`src/rtl/rr_dispatch_pkg.sv`:
```
`default_nettype none
// +----------------------------------------------------------------------+
// | Module   : rr_dispatch_pkg                                           |
// | Brief    : Default parameters and helpers for the rr_dispatcher.     |
// | Revision : 1.0                                                       |
// +----------------------------------------------------------------------+
package rr_dispatch_pkg;

    localparam int N_DST_DEF  = 8;
    localparam int DATA_W_DEF = 32;
    localparam int SEQ_W_DEF  = 8;
    localparam int MAX_LANES  = 32;

    // Binary index of a one-hot vector; zero input yields index 0.
    function automatic logic [4:0] onehot_to_idx(input logic [MAX_LANES-1:0] oh);
        logic [4:0] idx;
        idx = 5'd0;
        for (int i = 0; i < MAX_LANES; i++) begin
            if (oh[i]) begin
                idx = idx | 5'(i);
            end
        end
        return idx;
    endfunction

endpackage
`default_nettype wire

```
`src/rtl/rr_select.sv`:
```
`default_nettype none
// +----------------------------------------------------------------------+
// | Module   : rr_select                                                 |
// | Brief    : Rotating-priority pick of the first available lane above  |
// |            the last grant, wrapping to the lowest available lane.    |
// | Revision : 1.0                                                       |
// +----------------------------------------------------------------------+
module rr_select #(
    parameter int N = 8
) (
    input  logic [N-1:0] avail,
    input  logic [N-1:0] last,
    output logic [N-1:0] pick
);

    logic [N-1:0] w_above;
    logic [N-1:0] w_masked;
    logic [N-1:0] w_masked_pick;
    logic [N-1:0] w_any_pick;

    always_comb begin
        // Bits strictly above the one-hot last grant; empty when last is the MSB.
        w_above       = ~((last << 1) - N'(1));
        w_masked      = avail & w_above;
        w_masked_pick = w_masked & (~w_masked + N'(1));
        w_any_pick    = avail & (~avail + N'(1));
        pick          = (|w_masked) ? w_masked_pick : w_any_pick;
    end

endmodule
`default_nettype wire

```
`src/rtl/rr_dispatcher.sv`:
```
`default_nettype none
// +----------------------------------------------------------------------+
// | Module   : rr_dispatcher                                             |
// | Brief    : Round-robin 1-to-N task dispatcher with a single          |
// |            registered output beat and one-hot lane target.           |
// |            Optional sequence tagging: define RR_DISPATCH_SEQ_EN.     |
// | Revision : 1.0                                                       |
// +----------------------------------------------------------------------+
module rr_dispatcher
    import rr_dispatch_pkg::*;
#(
    parameter int N_DST  = N_DST_DEF,
    parameter int DATA_W = DATA_W_DEF
`ifdef RR_DISPATCH_SEQ_EN
   ,parameter int SEQ_W  = SEQ_W_DEF
`endif
) (
    input  logic              clk,
    input  logic              rst_n,
    input  logic              in_valid,
    output logic              in_ready,
    input  logic [DATA_W-1:0] in_data,
    input  logic [N_DST-1:0]  dst_avail,
    output logic [N_DST-1:0]  out_valid,
    input  logic [N_DST-1:0]  out_ready,
    output logic [DATA_W-1:0] out_data
`ifdef RR_DISPATCH_SEQ_EN
   ,output logic [SEQ_W-1:0]  out_seq
`endif
);

    localparam logic [N_DST-1:0] C_LAST_RST = {1'b1, {(N_DST-1){1'b0}}};

    logic [N_DST-1:0]  r_out_valid;
    logic [DATA_W-1:0] r_out_data;
    logic [N_DST-1:0]  r_last;
    logic [N_DST-1:0]  w_pick;
    logic              w_drain;
    logic              w_free;
    logic              w_load;

    rr_select #(
        .N (N_DST)
    ) u_select (
        .avail (dst_avail),
        .last  (r_last),
        .pick  (w_pick)
    );

    always_comb begin
        w_drain  = |(r_out_valid & out_ready);
        w_free   = ~(|r_out_valid) | w_drain;
        in_ready = w_free & (|dst_avail);
        w_load   = in_valid & in_ready;
    end

    // A load overrides a drain so the new beat replaces the old with no bubble.
    always_ff @(posedge clk) begin
        if (!rst_n) begin
            r_out_valid <= '0;
            r_out_data  <= '0;
            r_last      <= C_LAST_RST;
        end else if (w_load) begin
            r_out_valid <= w_pick;
            r_out_data  <= in_data;
            r_last      <= w_pick;
        end else if (w_drain) begin
            r_out_valid <= '0;
        end
    end

    assign out_valid = r_out_valid;
    assign out_data  = r_out_data;

`ifdef RR_DISPATCH_SEQ_EN
    logic [SEQ_W-1:0] r_seq_cnt;
    logic [SEQ_W-1:0] r_out_seq;

    always_ff @(posedge clk) begin
        if (!rst_n) begin
            r_seq_cnt <= '0;
            r_out_seq <= '0;
        end else if (w_load) begin
            r_seq_cnt <= r_seq_cnt + SEQ_W'(1);
            r_out_seq <= r_seq_cnt;
        end
    end

    assign out_seq = r_out_seq;
`endif

endmodule
`default_nettype wire
```
`config.mk`:
```
export PLATFORM = sky130hd
export DESIGN_NAME = rr_dispatcher
export DESIGN_NICKNAME = d
export VERILOG_FILES = /design/src/rtl/rr_dispatch_pkg.sv /design/src/rtl/rr_select.sv /design/src/rtl/rr_dispatcher.sv
export SDC_FILE = /design/constraint.sdc
export NUM_CORES = 1
export LEC_CHECK = 0
export CAP_MARGIN = 20
export CORE_MARGIN = 1.5
export CORE_UTILIZATION = 41
export CTS_BUF_LIST = sky130_fd_sc_hd__clkbuf_8
export DETAILED_ROUTE_END_ITERATION = 7
export PLACE_DENSITY = 0.84
export SYNTH_ARGS = -nofsm -noshare
export SYNTH_HDL_FRONTEND = slang
export SYNTH_HIERARCHICAL = 1
export SYNTH_SLANG_ARGS = --single-unit
```
`constraint.sdc`:
```
create_clock -name clk -period 2.3 [get_ports clk]
set_input_delay 0.69 -clock clk [delete_from_list [all_inputs] [get_ports clk]]
set_output_delay 0.69 -clock clk [all_outputs]
set_load 0.01 [all_outputs]
```
# --- Word-level counts from Yosys, hierarchy flattened ---
# Cells that the tools add are included.
word_totals:
  regBits: 47
  inputBits: 51
  out_inout_bits: 41
  elab_cells: 25
op_classes:
  n_addsub: 3
  muxes: 3
  bitwise: 11
  reduce_logical: 5
op_table:
  columns: ["op", "n"]
  rows:
  - ["AND 8 bit", 4]
  - ["OR reduction 8 bit", 4]
  - ["2-to-1 mux 8 bit", 3]
  - ["inverter 8 bit", 3]
  - ["adder 8 x 1 -> 8 bit (second input constant)", 2]
  - ["subtractor 8 x 1 -> 8 bit (second input constant)", 1]
  - ["AND 1 bit", 2]
  - ["nonzero test 2 bit", 1]
  - ["inverter 1 bit", 1]
  - ["bitwise OR 1 bit", 1]

# --- Depth between registers and ports, before layout ---
depth:
  word_depth: 8
  ltp_mapped: 9
  ltp_nobuf: 9

# --- Cells and area by module ---
# Netlist, hierarchy kept.
modules_own_cells:
  columns: ["mod", "instances", "cells_per_inst", "area_each_um2", "seq_area_each_um2"]
  rows:
  - ["rr_dispatcher", 1, 214, 1956.9, 960.9]
  - ["rr_select", 1, 52, 387.9, 0.0]

# --- Worst setup path after synthesis ---
# Ideal clock, no wire load.
synth_path:
  kind: "register -> register"
  startpoint: "reg r_last[0]"
  endpoint: "reg r_out_valid[6] (netlist: out_valid[6])"
  setup_time_ns: 0.128
  t_arrival_ns: 2.025
  required_ns: 2.172
  setup_slack_ns: 0.147
  stages_incl_launch_ff: 10
  n_path_buf: 0
  synth_period_minus_slack_ns: 2.153
  path_cell_list: "dfxtp_1 -> inv_1 -> ha_1 -> or3b_4 -> nor3_2 -> mux2i_2 -> and2b_1 -> o211a_1 -> nand2_1 -> o22ai_1"
synth_between:
  elab_chain_cells: 8
  elab_cells_between_ends: 9
  classes_between: "2 x add/sub; 2 x mux; 4 x bitwise; 1 x reduce/logical"
synth_lines:
  columns: ["element", "line_no", "rtl"]
  rows:
  - ["start: declaration", "rr_dispatcher.sv:36", "logic [N_DST-1:0] r_last;"]
  - ["start signal: assignment", "rr_dispatcher.sv:66", "r_last <= w_pick;"]
  - ["subtractor 8 x 1 -> 8 bit (*)", "rr_select.sv:23", "w_above = ~((last << 1) - N'(1));"]
  - ["inverter 8 bit (*)", "rr_select.sv:23", null]
  - ["AND 8 bit (*)", "rr_select.sv:24", "w_masked = avail & w_above;"]
  - ["inverter 8 bit", "rr_select.sv:25", "w_masked_pick = w_masked & (~w_masked + N'(1));"]
  - ["adder 8 x 1 -> 8 bit", "rr_select.sv:25", null]
  - ["AND 8 bit", "rr_select.sv:25", null]
  - ["2-to-1 mux 8 bit (*)", "rr_select.sv:27", "pick = (|w_masked) ? w_masked_pick : w_any_pick;"]
  - ["via w_pick[6]", "rr_dispatcher.sv:37", "logic [N_DST-1:0] w_pick;"]
  - ["2-to-1 mux 8 bit (*)", "rr_dispatcher.sv:63", "end else if (w_load) begin"]
  - ["end signal: assignment", "rr_dispatcher.sv:64", "r_out_valid <= w_pick;"]
  - ["end: declaration", "rr_dispatcher.sv:34", "logic [N_DST-1:0] r_out_valid;"]
# The timed path passes the listed nets; every way through them passes the cells marked *.
# A chain may end at the register's enable or synchronous reset.

# --- Worst setup path in the final report ---
layout_path:
  startpoint: "in dst_avail[2]"
  endpoint: "out in_ready"
layout_between:
  elab_chain_cells: 2
layout_lines:
  columns: ["element", "line_no", "rtl"]
  rows:
  - ["start: declaration", "rr_dispatcher.sv:23", "input logic [N_DST-1:0] dst_avail,"]
  - ["OR reduction 8 bit", "rr_dispatcher.sv:53", "in_ready = w_free & (|dst_avail);"]
  - ["AND 1 bit", "rr_dispatcher.sv:53", null]
  - ["end: declaration", "rr_dispatcher.sv:21", "output logic in_ready,"]
# No other way between the ends.

==> out/metrics.csv <==
stage,metric,value,unit
run_status,status,"finished, violations left",
run_status,failing checks,negative setup slack,
critical_path,critical path data arrival time,1630,ps
clocking,CTS root buf,clkbuf_8,
pwr,static leakage power,1.57,nW
finish,"Core Util, Final",0.657,
global_route,total grt overflow,0,
synthesis,warning count from the yosys run,6,
clocking,# clock sinks,47,
finish,Fillers,467,
finish,most frequent cells in the layout,"90 x nand2_1, 73 x clkdlybuf4s50_1, 47 x dfxtp_1, 39 x mux2i_1, 31 x buf_4",
placement,Placed Instance Area,0.00347,mm^2
global_route,largest net degree at the start of global routing,88,
detailed_routing,vias per std cell,4.94,
sta,Final Hold Violating Endpoints,0,
finish,share of cells above drive strength 1,0.200,
sta,slew at the pin with the worst max-slew slack,346,ps
floorplanning,Core Area,0.00547,mm^2
finish,Inserted Diodes,0,
sta,Final Max Tran Viols,0,
sta,clock skew,5.70,ps
critical_path,CP Class,in -> out,
finish,"commonest non-fill, non-tap cell in the layout",nand2_1,
worst_hold_path,WHS Path Cells,2,
placement,HPWL after DPL,4380,um
synthesis,mapped cell area,0.00230,mm^2
synthesis,Syn Inst Count,262,
placement,port bufs,91,
pwr,VDD IR-drop max,740,uV
finish,Layout Nets,431,
floorplanning,floorplan row count,27,
floorplanning,Die W,77.9,um
detailed_routing,# DRC,0,
global_route,GRT Overall Usage,0.194,
global_route,global-route wire length before repair,9510,um
pwr,Pwr per Cell Area,1470,mW/mm^2
clocking,H-tree Lvls,2,
detailed_routing,TritonRoute pass-1 iters,4,
floorplanning,Die Y,77.9,um
critical_path,crit start category,primary input,
critical_path,WP data required,1610,ps
critical_path,CP Capture Type,primary output,
critical_path,Worst Path Max Fanout,2,
placement,GP Congestion,0.895,
sta,part of the cycle the worst path needs,1.01,
worst_hold_path,worst hold path class,reg -> reg,
floorplanning,Initial Utilization,0.421,
finish,register area,941,um^2
sta,minimum clock period,2320,ps
clocking,Max clock buf depth,2,
sta,Hold WS,460,ps
clocking,CTS tree,built,
clocking,total CTS buffers,5,
finish,synthesis-to-finish area growth,56.1,%
clocking,clk_lat worst skew,290,ps
synthesis,Avg Inst Size Synth,8.79,um^2
sta,FMAX,431,MHz
pwr,Overall Power,5.27,mW
finish,Final Instance Area,0.00359,mm^2
floorplanning,die area,0.00607,mm^2
detailed_routing,antenna-violating nets left,0,
sta,setup violators final,1,
run,max-cap viol count,0,
global_route,vias in the first global route,2218,
detailed_routing,DR iter-0 viols,70,
detailed_routing,wire per inst,12.7,um
clocking,Post-CTS Hold Buffers,0,
critical_path,Reg2Reg Depth,10,
global_route,initial antenna violation count,0,
sta,post-route setup slack,-17.6,ps
detailed_routing,via count,2235,
sta,Slew headroom,0.768,
sta,RSZ-0062 raised after global routing,yes,
synthesis,"Net Count, Synth",314,
detailed_routing,Routed WL,5750,um
clocking,clock-pin slew on the worst setup and hold paths,80,ps
finish,multi-input logic area,0.00130,mm^2
floorplanning,I/O pins,92,
path summary, 6_finish.rpt:
kind                      from           end  slack, ps
setup / recovery  dst_avail[2]      in_ready        -20
hold / removal    out_data[24]  out_data[24]        460
setup reg to reg     r_last[0]  out_valid[1]         50
hold reg to reg   out_data[24]  out_data[24]        460
cell type report:
type                    count  area share
clock buffers               7      0.0268
flip-flops and latches     47       0.262
repair buffers            125       0.322
well taps                  72      0.0251
clock inverters             1     0.00104
inverters                   2     0.00209
multi-input cells         198       0.362
metal layers:
layer | track usage | routed length (um)
met1 | 0.232 | 2480
met2 | 0.337 | 2840
met3 | 0.0471 | 303
met4 | 0.0679 | 127
met5 | 0 | 0
critical path, stage by stage:
cell and delay [ps]:
buf_6 90, or4_4 530, o22a_1 180, buf_2 130
power breakdown:
part           switching, mW  leakage [nW]  internal [mW]
Combinational           1.55          1.13           1.90
Clock                  0.253        0.0557          0.270
Sequential             0.170         0.385           1.12
registers in the layout, indices dropped and copies added (netlist names):
register and cells:
out_data 32, out_valid 8, r_last 7
through the flow:
stage               setup TNS [ps]  instances  setup slack (ps)
finish                       -17.6        452             -17.6
global route                  -135        452             -40.0
CTS                          -22.3        449             -22.3
detailed placement          -12570        440              -713
global placement            -10810        440              -702
floorplan                        0        262               147
repair_timing:
item                                    in CTS  in global routing
buffers inserted                             1                  3
gates resized for setup                     51                 13
pin swaps                                    8                  8
endpoints found under the setup margin       8                 10
(Power assumes the default switching activity.)
==> RTL edit 1: new RTL, config.mk and constraints unchanged <==
`N_DST_DEF`: 8 -> 4.
--- a/src/rtl/rr_dispatch_pkg.sv
+++ b/src/rtl/rr_dispatch_pkg.sv
@@ -7,5 +7,5 @@
 package rr_dispatch_pkg;
 
-    localparam int N_DST_DEF  = 8;
+    localparam int N_DST_DEF  = 4;
     localparam int DATA_W_DEF = 32;
     localparam int SEQ_W_DEF  = 8;
Ports: changed (resized dst_avail, out_ready and out_valid); port bits go from 92 to 80. The function was not compared with the original's and may differ.
==> RTL edit 1 against the unedited design <==
  * Sequential cell count is 8 lower
  * Combinational power fell by 80%
  * Area after synthesis is 25% lower
  * Final cell count fell by 29%
  * Wire length is 32% lower
  * Sequential power down 37%
  * Total power is 64% lower
  * Worst setup slack better by 0.10 ns
  * Clock skew shrank 0.0020 ns
  * Cell area down 24%
==> RTL edit 1: results (changes against the unedited design) <==
- DR iter-0 viols: 49 (-30%)
- Global-route wire length before repair: 6330 um (-33%)
- Synth Instances: 183 (-30%)
- Critical path arrival: 1.53 ns (-0.10 ns)
- Antenna violations before repair: 0 (unchanged)
- Layout overhead on the synthesized area: 59.4%
- Total GRT Usage: 18.4% (-1.0 points)
- Post-Syn Nets: 227 (-28%)
- Reg2reg path depth: 4 (-6)
- RR Endpoint: out_data[6]$_SDFFE_PN0P_
- Setup bufs post-CTS: 0 (-1)
- Status: completed
- Seq pwr share: 42.5% (+18 points)
- First drt pass iteration count: 4 (unchanged)
- Final Power: 0.00190 W (-64%)
- Psw: 0.000531 W (-73%)
- Peak supply drop: 0.000476 V (-36%)
- Total CTS buffers: 5 (unchanged)
- DP Wirelength: 2830 um (-35%)
- Vias in the first global route: 1,492 (-33%)
- Layout cells sized above 1: 11.4% (-8.6 points)
- R2r startpoint: out_valid[3]$_SDFFE_PN0P_
- Nets: 318 (-26%)
- H-tree levels: 2 (unchanged)
- Worst setup path start: out_ready[2]
- Worst Path Max Fanout: 2 (unchanged)
- Post-place instance area: 2650 sq um (-23%)
- Pre-CTS setup slack: -0.359 ns (+0.354 ns)
- Clk power: 0.000410 W (-22%)
- Largest net degree at the start of global routing: 43 (-51%)
- Static leakage: 1.14 nW (-27%)
- Clk_lat worst skew: 0.28 ns
- Slew @ Worst Pin: 0.492 ns (+0.146 ns)
- Fillers: 368 (-21%)
- Global placement routability congestion: 0.810 (-9.5%)
- Clock transition at the registers of the reported paths: approximately 0.070 ns
- R2r setup slk: 0.46 ns (+0.41 ns)
- Vias: 1,565 (-30%)
- Hold crit path type: reg2reg
- Setup slack after layout: 0.0823 ns (+0.100 ns)
- Clock Path Buffers: 2 (unchanged)
- Port buffer count: 79 (-13%)
- Root Buffer: clkbuf_8
- Critical-path top delay cell: clkdlybuf4s50_1
- Final Skew: 0.00366 ns (-0.00204 ns)
- Wirelength, routed: 3900 um (-32%)
- Yosys warnings: 6 (unchanged)
- Crit path max-delay family: buffers and inverters
- Worst stage delay on the critical path: 0.41 ns (-0.12 ns)
- Via density per instance: 4.85 (-2.0%)
-- RTL edit 1: layout make-up --
type	instances	area share, %
Clock buffer	5	2.51
Clock inverter	1	0.137
Inverter	2	0.274
Multi-Input combinational cell	130	31.2
Sequential cell	39	28.5
Tap cell	50	2.28
Timing Repair Buffer	96	35.1
-- RTL edit 1: how the worst min path moves through the flow --
stage,startpoint,cells past startpoint,endpoint,slack (ns)
floorplan,r_last[1]$_SDFFE_PN0P_,2,r_last[1]$_SDFFE_PN0P_,0.43
global placement,out_data[24]$_SDFFE_PN0P_,2,out_data[24]$_SDFFE_PN0P_,0.44
detailed placement,out_data[9]$_SDFFE_PN0P_,2,out_data[9]$_SDFFE_PN0P_,0.45
CTS,out_data[7]$_SDFFE_PN0P_,2,out_data[7]$_SDFFE_PN0P_,0.46
global route,out_data[28]$_SDFFE_PN0P_,2,out_data[28]$_SDFFE_PN0P_,0.48
finish,out_data[7]$_SDFFE_PN0P_,2,out_data[7]$_SDFFE_PN0P_,0.46
-- RTL edit 1: worst reg2reg max path, delay by kind of cell (launching register included) --
kind                   cells  cell delay, ns
AO/OA/AOI/OAI              1            0.47
buffers and inverters      1            0.21
flip-flops                 1            0.32
multiplexers               1            0.20
AND/OR/NAND/NOR            1            0.56
-- RTL edit 1: per-layer routing --
| layer | vias to the layer above | global-route usage (%) | part of all wire [%] |
|---|---|---|---|
| li1 | 798 | - | - |
| met5 | - | 0 | 0 |
| met1 | 712 | 20.6 | 43 |
| met2 | 49 | 32.7 | 49 |
| met3 | 6 | 4.50 | 6.2 |
| met4 | 0 | 8.25 | 1.6 |
-- RTL edit 1: timing repair --
action                                  CTS  global route
pin swaps                                 1             3
gates resized for setup                   8             4
endpoints found under the setup margin    1             1
cloned                                    0             0
==> RTL edit 2: new RTL, same settings <==
Without the edit above. Build with the macro `RR_DISPATCH_SEQ_EN` defined.
--- a/src/rtl/rr_dispatcher.sv
+++ b/src/rtl/rr_dispatcher.sv
@@ -7,4 +7,6 @@
 // | Revision : 1.0                                                       |
 // +----------------------------------------------------------------------+
+`define RR_DISPATCH_SEQ_EN
+
 module rr_dispatcher
     import rr_dispatch_pkg::*;
Function (old outputs only; new: out_seq): kept (equiv_simple and equiv_induct, registers matched by name and starting in step).
==> RTL edit 2 against the unedited design <==
  * The flow still finishes with violations (setup timing)
  * Count of clock-buffer cells in the layout increased by 3
  * Fmax is 2.4% lower
  * Cell area up 29%
  * Largest cell class unchanged
  * Sequential power increased by 38%
  * Register-to-register slack got worse by 0.08 ns
  * Total power grew 29%
  * Wire length is 50% higher
  * Combinational power grew 18%
  * Worst setup slack lost 0.056 ns
  * Clock power grew 76%
  * Sequential cell count grew 16
  * Area after synthesis is 31% higher
==> RTL edit 2: results (changes against the unedited design) <==
- Vias in the first global route: 2,885 (+30%)
- Switching share of power: 39.9% (+2.4 points)
- Global-route wire length before repair: 13,600 um (+43%)
- Global placement routability congestion: 0.912 (+1.8%)
- Layout cells sized above 1: 20.8% (+0.84 points)
- Via density per instance: 5.29 (+7.0%)
- Largest net degree at the start of global routing: 48 (-45%)
- Pre-CTS setup slack: -0.835 ns (-0.122 ns)
- Nets: 523 (+21%)
- Seq pwr share: 26.3% (+1.8 points)
- Setup TNS: -0.105 ns (-0.0874 ns)
- Final Skew: 0.00821 ns (+0.00251 ns)
- Worst stage delay on the critical path: 0.55 ns (+0.02 ns)
- # setup viols final: 2 (+1)
- Slew @ Worst Pin: 0.435 ns (+0.0894 ns)
- Failing checks: setup timing
- WL/cell: 15.0 um (+18%)
- Total CTS buffers: 9 (+4)
- Port buffer count: 99 (+8.8%)
- Peak supply drop: 0.000686 V (-7.3%)
- Setup bufs post-CTS: 10 (+9)
- Total GRT Usage: 22.3% (+2.9 points)
- Critical path arrival: 1.68 ns (+0.05 ns)
- H-tree levels: 3 (+1)
- Status: finished, violations left
- Setup slack after layout: -0.0741 ns (-0.0564 ns)
-- RTL edit 2: path summary, 6_finish.rpt --
check / from / endpoint / slack (ns) / cells past startpoint
setup / recovery: dst_avail[0] / in_ready / -0.07 / 5
hold reg to reg: out_data[22]$_SDFFE_PN0P_ / out_data[22]$_SDFFE_PN0P_ / 0.46 / 2
hold / removal: out_data[22]$_SDFFE_PN0P_ / out_data[22]$_SDFFE_PN0P_ / 0.46 / 2
setup reg to reg: r_last[1]$_SDFFE_PN0P_ / r_last[1]$_SDFFE_PN0P_ / -0.03 / 10
-- RTL edit 2: routing by layer --
metal	wire (um)	up-vias	part of all wire (%)	global-route usage, %
met5	0	-	0	0
met4	177	0	2.1	9.52
met3	780	18	9.1	8.21
met2	4220	143	49	36.5
met1	3440	1427	40	26.1
li1	-	1449	-	-
-- RTL edit 2: worst register-to-register path: cells and delay by family (launching register included) --
| kind | cells | cell delay, ns |
|---|---|---|
| compound gates | 4 | 0.55 |
| fa+ha+maj | 1 | 0.13 |
| buf+inv | 2 | 0.25 |
| flops | 1 | 0.32 |
| mux | 1 | 0.33 |
| simple gates | 2 | 0.63 |
-- RTL edit 2: area by class of cell --
class                   count  area, sq um  area share [%]
well taps                  99          124            2.67
clock inverters             6         52.6            1.13
flip-flops and latches     63         1260            27.2
repair buffers            141         1310            28.2
clock buffers              10          138            2.97
multi-input cells         253         1750            37.6
inverters                   2         7.51           0.162
-- RTL edit 2: metrics by stage --
step	power [W]	cells	area, sq um
4_1_cts	0.00650	571	4530
6_report	0.00677	574	4640
3_3_place_gp	0.00540	545	4260
5_1_grt	0.00713	574	4640
2_1_floorplan	0.00399	340	3020
3_5_place_dp	0.00548	545	4260
